File: src/rtl/fb_db_ctrl.sv
// fb_db_ctrl: double-buffered framebuffer controller (clear, draw, swap on vblank)
//   clk, rst                         pixel clock, async active-high reset
//   vbi                              start-of-vblank pulse
//   clr_cidx                         clear colour, latched when a frame is accepted
//   draw_start / draw_done           frame handshake with the drawing engine
//   draw_we, draw_addr, draw_cidx    drawing engine write request
//   fb_we, fb_addr, fb_cidx          registered back-buffer write port
//   fb_draw                          back-buffer select (0: draw fb0, show fb1)
//   busy, overrun                    CLEAR/DRAW active, vbi-before-frame-done pulse
//   Macro FB_DB_CLEAR_EN enables the clear pass before each frame.
module fb_db_ctrl #(
   parameter int FB_ADDRW  = 17,
   parameter int FB_DATAW  = 4,
   parameter int FB_PIXELS = 76800
) (
   input  logic                clk,
   input  logic                rst,
   input  logic                vbi,
   input  logic [FB_DATAW-1:0] clr_cidx,
   output logic                draw_start,
   input  logic                draw_done,
   input  logic                draw_we,
   input  logic [FB_ADDRW-1:0] draw_addr,
   input  logic [FB_DATAW-1:0] draw_cidx,
   output logic                fb_we,
   output logic [FB_ADDRW-1:0] fb_addr,
   output logic [FB_DATAW-1:0] fb_cidx,
   output logic                fb_draw,
   output logic                busy,
   output logic                overrun
);
   typedef enum logic [1:0] {IDLE, CLEAR, DRAW, READY} state_t;
   state_t state, state_nxt;
   logic accept, clr_last, start_nxt, fb_we_nxt;
   logic [FB_ADDRW-1:0] fb_addr_nxt;
   logic [FB_DATAW-1:0] fb_cidx_nxt;
   assign accept = vbi && (state == IDLE || state == READY);
`ifdef FB_DB_CLEAR_EN
   localparam int CW = $clog2(FB_PIXELS);
   localparam state_t START_ST = CLEAR;
   logic [CW-1:0] clr_addr;
   logic [FB_DATAW-1:0] clr_col;
   assign clr_last = state == CLEAR && clr_addr == CW'(FB_PIXELS - 1);
   always_ff @(posedge clk or posedge rst)
      if (rst) begin
         clr_addr <= '0;
         clr_col  <= '0;
      end else if (accept) begin
         clr_addr <= '0;
         clr_col  <= clr_cidx;
      end else if (state == CLEAR && !clr_last)
         clr_addr <= clr_addr + CW'(1);
`else
   localparam state_t START_ST = DRAW;
   logic unused_cfg;
   assign unused_cfg = &{1'b0, clr_cidx, FB_PIXELS[0]};
   assign clr_last = 1'b0;
`endif
   always_ff @(posedge clk or posedge rst)
      if (rst) begin
         state      <= IDLE;
         fb_we      <= 1'b0;
         fb_addr    <= '0;
         fb_cidx    <= '0;
         draw_start <= 1'b0;
         overrun    <= 1'b0;
         fb_draw    <= 1'b0;
      end else begin
         state      <= state_nxt;
         fb_we      <= fb_we_nxt;
         fb_addr    <= fb_addr_nxt;
         fb_cidx    <= fb_cidx_nxt;
         draw_start <= start_nxt;
         overrun    <= vbi && busy;
         fb_draw    <= (state == READY && vbi) ? ~fb_draw : fb_draw;
      end
   always_comb begin
      state_nxt = state == CLEAR ? (clr_last ? DRAW : CLEAR) :
                  state == DRAW  ? (draw_done ? READY : DRAW) :
                  accept         ? START_ST : state;
      start_nxt = state != DRAW && state_nxt == DRAW;
   end
   always_comb begin
      busy        = state == CLEAR || state == DRAW;
      fb_we_nxt   = state == DRAW && draw_we;
      fb_addr_nxt = state == DRAW ? draw_addr : fb_addr;
      fb_cidx_nxt = state == DRAW ? draw_cidx : fb_cidx;
`ifdef FB_DB_CLEAR_EN
      if (state == CLEAR) begin
         fb_we_nxt   = 1'b1;
         fb_addr_nxt = FB_ADDRW'(clr_addr);
         fb_cidx_nxt = clr_col;
      end
`endif
   end
endmodule
File: config.mk
export PLATFORM = sky130hd
export DESIGN_NAME = fb_db_ctrl
export DESIGN_NICKNAME = d
export VERILOG_FILES = /design/src/rtl/fb_db_ctrl.sv
export SDC_FILE = /design/constraint.sdc
export NUM_CORES = 1
export LEC_CHECK = 0
export ABC_AREA = 1
export BUFFER_PORTS_ARGS = -buffer_cell sky130_fd_sc_hd__buf_4
export CELL_PAD_IN_SITES_DETAIL_PLACEMENT = 1
export CELL_PAD_IN_SITES_GLOBAL_PLACEMENT = 1
export CORE_MARGIN = 5
export CORE_UTILIZATION = 33
export CTS_CLUSTER_SIZE = 30
export DETAILED_ROUTE_END_ITERATION = 12
export GPL_TIMING_DRIVEN = 0
export PLACE_DENSITY = 0.84
export RECOVER_POWER = 25
export SKIP_LAST_GASP = 1
export SLEW_MARGIN = 25
export SYNTH_ARGS = -nofsm -noshare
export SYNTH_HDL_FRONTEND = slang
export SYNTH_SLANG_ARGS = --single-unit
File: constraint.sdc
create_clock -name clk -period 3.2 [get_ports clk]
set_input_delay 0.32 -clock clk [delete_from_list [all_inputs] [get_ports clk]]
set_output_delay 0.32 -clock clk [all_outputs]
set_load 0.02 [all_outputs]
; Yosys cells after proc, flatten, opt, wreduce, memory -nomap -nowiden
; Index checks and enable logic that the tools add are counted.
[op_classes]
n_eq_ne = 5
mux = 4
bitwise = 1
n_reduce_logical = 8
[ops]
columns = op, n
row1 = $eq A2 B2 Y1 const B, 3
row2 = $mux W2, 3
row3 = $logic_and A1 B1 Y1, 5
row4 = $eq A2 B1 Y1 const B, 1
row5 = $logic_not A2 Y1, 1
row6 = $logic_or A1 B1 Y1, 2
row7 = $ne A2 B2 Y1 const B, 1
row8 = $mux W1, 1
row9 = $not A1 Y1, 1
[totals]
regBits = 27
input_bits = 30
output_inout_bits = 26
word_cells = 25

; Depth between registers and ports, before layout
; Gate-level depths: netlist of run 1.
[logic_depth]
depth_word = 8
depth_mapped = 6
mapped_depth_nobuf = 6

; Worst setup path before layout of run 1
; Ideal clock, no wire load.
[synth_timing]
kind = reg-to-output
from = register state[0]
to = output port busy
arrival_time_ps = 869
t_required_ps = 2880
setup_slack_ps = 2011
stages_incl_launch_ff = 4
path_buffers = 0
path_cell_list = dfrtp_1 -> inv_1 -> ha_1 -> inv_1
[synth_between]
elab_chain_cells = 2
word_cells_on_any_way = 3
classes_between = eq/ne (2) / reduce/logical (1)
[synth_rtl]
columns = element, line_no
row1 = start: declaration, 33  ; state_t state, state_nxt;
row2 = start signal: assignment, 69  ; state <= state_nxt;
row3 = $eq A2 B1 Y1 / $eq A2 B2 Y1 (equally long branches), 84  ; busy = state == CLEAR || state == DRAW;
row4 = $logic_or A1 B1 Y1 *, 84
row5 = end: declaration, 29  ; output logic busy,
; Every way passes the cells marked *; elsewhere a longest branch is shown, timed or not.

; Worst setup path after layout of run 1
; Ends and elaborated chain as after synthesis.

==> impl_metrics.toml, run 1 <==
[placed_design]
dp_hpwl_microns = 2190
io_buffers = 51
gp_congestion = 0.780

[worst_setup_path]
required_ps = 2880
crit_path_end = "busy"
crit_chain = "inv_1 -> ha_1 -> inv_1 -> buf_4"
critPathCaptureType = "output pin"
startpoint_type = "register"
reg2reg_slack_ps = 1880
arrival_ps = 1340
crit_start = "state[0]"
worstSetupPathType = "register to output pin"
r2r_start = "state[0]"
max_stage_delay_ps = 440
r2r_end = "fb_cidx[2]"
crit_family = "flip-flops"
r2r_cells = 6
cp.depth = 4
cp_num_buf_inv = 3
path_max_fanout = 4
crit_path_top_delay_cell = "dfrtp_1"
crit_top_cell = "inv_1"

[sta]
maxSlewHeadroom_pct = 34.1
grt_setup_unrepaired = "false"
final.period_utilization_pct = 51.9
final.setup.tns_ps = 0
fmax_mhz = 603
worstMarginPinSlew_ps = 987
slew_violations = 0
skew_ps = 0.814
period_needed_ps = 1660
setup_viol = 0
hold_viol_final = 0

[drt]
drtPass1Iterations = 4
viasPerCell = 4.40
drc = 0
wl_per_cell_microns = 12.7
drt_iter0_markers = 42
vias = 954
drtAntennaViolNets = 0
routed_wl_microns = 2750

[clock_tree]
worstSkewPairLatency_ps = 320
cts_hold_buf = 0
cts_root_buf = "clkbuf_4"
clock-sinks = 27
cts_buffer_depth = 2
clk_pin_slew_ps = 150
cts.htree.levels = 1
postCtsSetupRepairBufs = 0
postCtsResizedCells = 0
cts_tree = "built"
numCtsBuffers = 3

[synthesis]
synth-seq-area-share_pct = 63.8
synth_edf_count = 0
synth.distinct_cells = 11
synth_top_area_share_pct = 63.8
synth_top_area_cell = "dfrtp_1"
netlist_instances = 118
synth_fp_nets = 151
synthTopCellsByCount = "nand2_1, dfrtp_1, inv_1"
synth_seq_cells = 27
synth_area_leaders = "dfrtp_1, nand2_1, ha_1"
synth.most_common_cell = "nand2_1"
synth_area_sq_um = 1060
yosys_warnings = 0
ys.flop_type = "dfrtp_1"
synthArstFlopShare_pct = 100
avgSynthCellArea_sq_um = 8.98

[min_path]
hold_path_class = "input pin to register"
hold_depth = 3
hp-start = "draw_addr[16]"

[die]
ios = 56
die_width_microns = 66.7
start_util_pct = 34.4
fp.dieH_microns = 66.7
fp.coreArea_sq_um = 3080
die-area_sq_um = 4440
num_rows = 20

[power]
vdd_ir_drop_max_uv = 300
seqPwrFrac_pct = 41.2
switchingPower_uw = 536
p_leak_nw = 0.883
intPower_uw = 757
swShare_pct = 41.5
total_power_mw = 1.29
combPwrFrac_pct = 47.4
p_per_area_nw_per_um2 = 848
pwr-share-clk_pct = 11.5

[status]
outcome = "completed"

[global_route]
grt_pass1_vias = 1004
grt_pass1_wl_microns = 4490
overflow = 0
track_usage_pct = 13.1
grt_start_max_net_pins = 28
antenna_found_initial = 0

[finish]
nFillCells = 392
seqCellArea_sq_um = 676
finish.net_count = 207
diodes = 0
area.growth.synth_to_final_pct = 43.9
multi_input_area_sq_um = 334
drive_above_1_share_pct = 34.7

[run]
drv_cap = 0
metal layers:
| layer | GRT usage, % | wire length [microns] |
|---|---|---|
| met1 | 15.5 | 1100 |
| met3 | 3.04 | 135 |
| met2 | 23.3 | 1490 |
| met5 | 0 | 0 |
| met4 | 3.81 | 14 |
state kept, by name, summed over array words and instances (netlist names):
name and cells:
draw_start 1, fb_addr 17, fb_cidx 4, fb_draw 1, fb_we 1, overrun 1, state 2
worst register-to-register path, stage by stage (launching register included):
cell	delay, ps
dfrtp_1	440
inv_1	60
ha_1	270
inv_2	130
buf_2	230
nand2_1	80
nand2_1	70
cell families after synthesis:
kind of cell	Yosys count	synth area share, %
buf+inv	12	4.72
compound gates	2	1.06
simple gates	73	26.1
xor+xnor	1	0.827
fa+ha+maj	3	3.54
flops	27	63.8
how the worst min path moves through the flow:
stage / endpoint / slack [ps]
global placement: fb_addr[0] / 460
detailed placement: fb_addr[12] / 460
CTS: fb_addr[16] / 180
global route: fb_addr[10] / 180
finish: fb_addr[16] / 190
floorplan: draw_start / 370
layout make-up:
cell class	count	share of cell area, %
Sequential cell	27	44.3
Timing Repair Buffer	51	25.1
Multi-Input combinational cell	79	21.9
Tap cell	44	3.61
Inverter	8	1.97
Clock buffer	3	1.48
Buffer	4	1.31
Clock inverter	1	0.328
cells in the final DEF, fill, tap and decap left out:
master	count
nand2_1	69
buf_4	50
dfrtp_1	27
inv_1	7
buf_2	4
clkbuf_4	4
ha_1	3
nand3_1	2
nor2_1	2
inv_2	1
a31oi_1	1
a21oi_1	1
xnor2_1	1
clkinv_2	1
per-stage QoR:
step | worst slack (ps) | util (%) | hold slack [ps] | cells | area (sq um)
after floorplan | 2010 | - | 373 | 118 | 1060
after global routing | 1440 | 49.6 | 181 | 217 | 1530
final | 1540 | 49.6 | 187 | 217 | 1530
after global placement | 1920 | 48.7 | 458 | 213 | 1500
after detailed placement | 1890 | 48.7 | 464 | 213 | 1500
after CTS | 1520 | 49.6 | 181 | 217 | 1530
power by group through the flow:
stage / Clock (mW) / Combinational, mW / Sequential [mW]
floorplan: 0 / 0.190 / 0.680
global placement: 0 / 0.608 / 0.533
detailed placement: 0 / 0.628 / 0.542
CTS: 0.153 / 0.630 / 0.535
global route: 0.164 / 0.672 / 0.550
finish: 0.148 / 0.613 / 0.533
No activity file was read; power rests on OpenSTA's default activity.
==> run 2, diff against run 1 <==
- CORE_UTILIZATION: 33 -> 30
- PLACE_DENSITY: 0.84 -> 0.78
- clock period: 3.2 -> 1.6 ns (I/O delays scaled with it)
==> run 2 against run 1 <==
Worst hold slack worse by 160 ps. Sequential cell count unchanged. Wire length up 5.5%. Highest routed layer unchanged.
==> impl_metrics.toml, run 2 (synthesized netlist as in run 1, its figures left out) <==
[status]
outcome = "completed"

[die]
fp.dieH_microns = 69.4
start_util_pct = 31.3
die-area_sq_um = 4820
fp.coreArea_sq_um = 3390
die_width_microns = 69.4
num_rows = 21
ios = 56

[worst_setup_path]
r2r_cells = 6
required_ps = 1440
r2r_start = "state[0]"
critPathCaptureType = "output pin"
crit_start = "state[0]"
crit_path_end = "busy"
worstSetupPathType = "register to output pin"
arrival_ps = 1320
r2r_end = "fb_cidx[2]"
reg2reg_slack_ps = 310
path_max_fanout = 4
startpoint_type = "register"

[drt]
routed_wl_microns = 2900
drtPass1Iterations = 4
viasPerCell = 4.40
vias = 968
drc = 0
wl_per_cell_microns = 13.2
drtAntennaViolNets = 0
drt_iter0_markers = 30

[power]
total_power_mw = 2.59
seqPwrFrac_pct = 41.4
p_leak_nw = 0.885
switchingPower_mw = 1.06
combPwrFrac_pct = 47.6
p_per_area_nw_per_um2 = 1680
vdd_ir_drop_max_uv = 757
swShare_pct = 41.2
intPower_mw = 1.52
pwr-share-clk_pct = 11.0

[placed_design]
place_area_sq_um = 1500
place_ws_ps = 286
io_buffers = 51
gp_congestion = 0.733
dp_hpwl_microns = 2300

[sta]
final.period_utilization_pct = 92.6
final.setup.tns_ps = 0
maxSlewHeadroom_pct = 33.4
hold_viol_final = 0
period_needed_ps = 1480
worstMarginPinSlew_ps = 997
fmax_mhz = 675
fin_hold_ws_ps = 29.8
grt_setup_unrepaired = "false"
final.setup.worst_slack_ps = 118
slew_violations = 0
skew_ps = 2.41
setup_viol = 0

[clock_tree]
cts_buffer_depth = 2
clock-sinks = 27
numCtsBuffers = 3
clk_pin_slew_ps = 140
worstSkewPairLatency_ps = 310
postCtsResizedCells = 0
cts.htree.levels = 1
cts_root_buf = "clkbuf_4"
cts_tree = "built"

[finish]
diodes = 0
fin_area_sq_um = 1540
area.growth.synth_to_final_pct = 45.0
largest_reg_flops = 17
final_cell_mix = "nand2_1, buf_4, dfrtp_1"
drive_above_1_share_pct = 33.9
layout_commonest_cell = "nand2_1"
regMostFlops = "fb_addr"
nFillCells = 403
reg.largest.list = "fb_addr: 17 flops, fb_cidx: 4 flops, state: 2 flops"
finish.net_count = 208

[min_path]
hold_path_class = "input pin to register"

[global_route]
antenna_found_initial = 0
track_usage_pct = 12.3
grt_pass1_vias = 1056
overflow = 0
grt_pass1_wl_microns = 4970
grt_start_max_net_pins = 28

[run]
drv_cap = 0
[run 2: critical path, cell delays in order (launching register included)]
cell and delay, ps:
dfrtp_1 420, inv_1 60, ha_1 330, inv_1 70
buf_4 130
[run 2: metrics by stage]
step	util (%)	instances
finish	45.3	220
global route	45.3	220
CTS	45.0	219
detailed placement	44.3	215
global placement	44.3	215
floorplan	-	118
[run 2: per-layer routing]
| layer | share of wire [%] | routed length [microns] | GRT usage [%] |
|---|---|---|---|
| met5 | 0 | 0 | 0 |
| met4 | 0.66 | 19 | 1.30 |
| met3 | 5.6 | 163 | 3.04 |
| met2 | 54 | 1570 | 22.5 |
| met1 | 39 | 1140 | 15.0 |
[run 2: worst min path at each step]
stage / end / cells past startpoint / start
after floorplan: draw_start / 1 / rst
after global routing: fb_addr[3] / 3 / draw_addr[3]
after global placement: fb_we / 3 / draw_we
final: fb_we / 3 / draw_we
after detailed placement: fb_we / 3 / draw_we
after CTS: fb_we / 3 / draw_we
[run 2: area by class of cell]
| cell class | instances | area [sq um] | share of cell area, % |
|---|---|---|---|
| sequential | 27 | 676 | 44.0 |
| timing repair buffer | 52 | 393 | 25.6 |
| multi-input combinational | 79 | 334 | 21.7 |
| tap | 46 | 57.6 | 3.75 |
| inverter | 8 | 30.0 | 1.95 |
| clock buffer | 4 | 26.3 | 1.71 |
| buffer | 4 | 20.0 | 1.30 |
[run 2: what timing repair did]
action                     in CTS  in global routing
hold buffers                    0                  1
hold endpoints to repair        0                 27
setup buffers                   0                  0
setup endpoints to repair       0                  0
[run 2: power groups by stage]
stage | combinational [mW] | sequential, mW | clock [mW]
6_report | 1.23 | 1.07 | 0.286
2_1_floorplan | 0.380 | 1.36 | 0
5_1_grt | 1.35 | 1.10 | 0.327
4_1_cts | 1.26 | 1.07 | 0.300
3_3_place_gp | 1.23 | 1.06 | 0
3_5_place_dp | 1.26 | 1.09 | 0
==> run 3, diff against run 2 <==
- CORE_UTILIZATION: 30 -> 32
- CTS_BUF_LIST: unset -> sky130_fd_sc_hd__clkbuf_4
- PLACE_DENSITY: 0.78 -> 0.82
==> run 3 against run 2 <==
Register-to-register slack worse by 70 ps. Non-clock buffer count up 5. Worst hold slack got worse by 17 ps. Sequential share of layout area decreased by 1.3 points. Core utilization up 5.7 points. Via count increased by 0.41%. Sequential power about the same. Clock-buffer cell count down 1. Design area rose by 3.0%. Die area fell by 5.4%.
==> impl_metrics.toml, run 3 (synthesized netlist as in run 1, its figures left out) <==
[placed_design]
place_area_sq_um = 1500
io_buffers = 51
dp_hpwl_microns = 2470
gp_congestion = 0.721
place_ws_ps = 244

[die]
fp.coreArea_sq_um = 3100
die_width_microns = 67.5
ios = 56
start_util_pct = 34.2
num_rows = 20
die-area_sq_um = 4560
fp.dieH_microns = 67.5

[sta]
slew_violations = 0
final.setup.tns_ps = 0
period_needed_ps = 1520
final.period_utilization_pct = 95.2
final.setup.worst_slack_ps = 77.5
grt_setup_unrepaired = "false"
worstMarginPinSlew_ps = 1020
maxSlewHeadroom_pct = 31.8
fmax_mhz = 657
setup_viol = 0
skew_ps = 18.9
hold_viol_final = 0

[drt]
vias = 972
drc = 0
wl_per_cell_microns = 13.9
drt_iter0_markers = 26
drtAntennaViolNets = 0
routed_wl_microns = 3100
viasPerCell = 4.36
drtPass1Iterations = 4

[global_route]
overflow = 0
grt_pass1_vias = 1078
grt_pass1_wl_microns = 4890
grt_start_max_net_pins = 28
antenna_found_initial = 0
track_usage_pct = 14.7

[finish]
largest_reg_flops = 17
finish.net_count = 213
layout_commonest_cell = "nand2_1"
regMostFlops = "fb_addr"
drive_above_1_share_pct = 34.6
diodes = 0
reg.largest.list = "fb_addr: 17 flops, fb_cidx: 4 flops, state: 2 flops"
fin_area_sq_um = 1580
area.growth.synth_to_final_pct = 49.4
final_cell_mix = "nand2_1, buf_4, dfrtp_1"

[worst_setup_path]
required_ps = 1440
critPathCaptureType = "output pin"
worstSetupPathType = "register to output pin"
max_stage_delay_ps = 430
startpoint_type = "register"
path_max_fanout = 4
crit_path_top_delay_cell = "dfrtp_1"
crit_top_cell = "inv_1"
arrival_ps = 1360
reg2reg_slack_ps = 240
crit_chain = "inv_1 -> ha_1 -> inv_1 -> buf_4"

[power]
combPwrFrac_pct = 48.3
switchingPower_mw = 1.11
pwr-share-clk_pct = 11.5
p_per_area_nw_per_um2 = 1680
seqPwrFrac_pct = 40.3
intPower_mw = 1.54
p_leak_nw = 0.906
vdd_ir_drop_max_uv = 745
swShare_pct = 41.7

[run]
drv_cap = 0

[clock_tree]
cts.htree.levels = 1
clk_pin_slew_ps = 160
clock-sinks = 27
postCtsResizedCells = 0
cts_tree = "built"
numCtsBuffers = 3
worstSkewPairLatency_ps = 340
cts_buffer_depth = 2
cts_root_buf = "clkbuf_4"

[min_path]
hold_path_class = "input pin to register"

[status]
outcome = "completed"
[run 3: cell count changes in the layout (fill, tap and decap cells not counted), sizes merged]
cell	previous run	this run
clkbuf	5	4
dlygate4sd3	1	4
clkinvlp	0	1
buf	54	56
[run 3: per-layer routing]
layer | up-vias | part of all wire (%) | global-route usage [%]
met5 | - | 0 | 0
met4 | 0 | 0.32 | 3.80
met2 | 28 | 56 | 27.8
li1 | 472 | - | -
met1 | 470 | 37 | 15.0
met3 | 2 | 6.6 | 5.16
[run 3: critical path: cells and delay by family, from the launching register on]
kind | cells | cell delay [ps]
adder cells (fa/ha/maj) | 1 | 330
flip-flops | 1 | 430
buffers and inverters | 3 | 270
[run 3: power groups by stage]
stage	sequential, mW	clock [mW]	combinational, mW
final	1.07	0.304	1.28
after global routing	1.11	0.355	1.40
after CTS	1.08	0.317	1.28
after detailed placement	1.09	0	1.27
after global placement	1.06	0	1.22
after floorplan	1.36	0	0.380
[run 3: through the flow]
stage               util (%)  hold slack, ps  cells  total power [mW]
CTS                     49.2            5.56    217              2.67
finish                  51.0            12.9    223              2.65
global route            51.0            1.21    223              2.86
global placement        48.3             351    213              2.28
floorplan                  -             213    118              1.74
detailed placement      48.3             371    213              2.36
[run 3: cell type report]
type / instances / area, sq um
buffer: 4 / 20.0
clock buffer: 3 / 22.5
clock inverter: 1 / 7.51
fill: 387 / 1520
inverter: 8 / 30.0
multi-input combinational: 79 / 334
sequential: 27 / 676
tap: 44 / 55.1
timing repair buffer: 57 / 438
[run 3: path summary, 6_finish.rpt]
path / start / endpoint / cells after the start
worst max-delay path: state[0] / busy / 4
max in group asynchronous: rst / fb_addr[7] / 3
worst min-delay path: draw_addr[16] / fb_addr[16] / 3
min in group asynchronous: rst / fb_we / 3
worst max register to register: state[0] / fb_addr[8] / 6
worst min register to register: fb_draw / fb_draw / 1
[run 3: what timing repair did]
item,in CTS,in global routing
hold buffers,0,4
endpoints found under the hold margin,0,30
buffers inserted,0,2
endpoints found under the setup margin,0,1
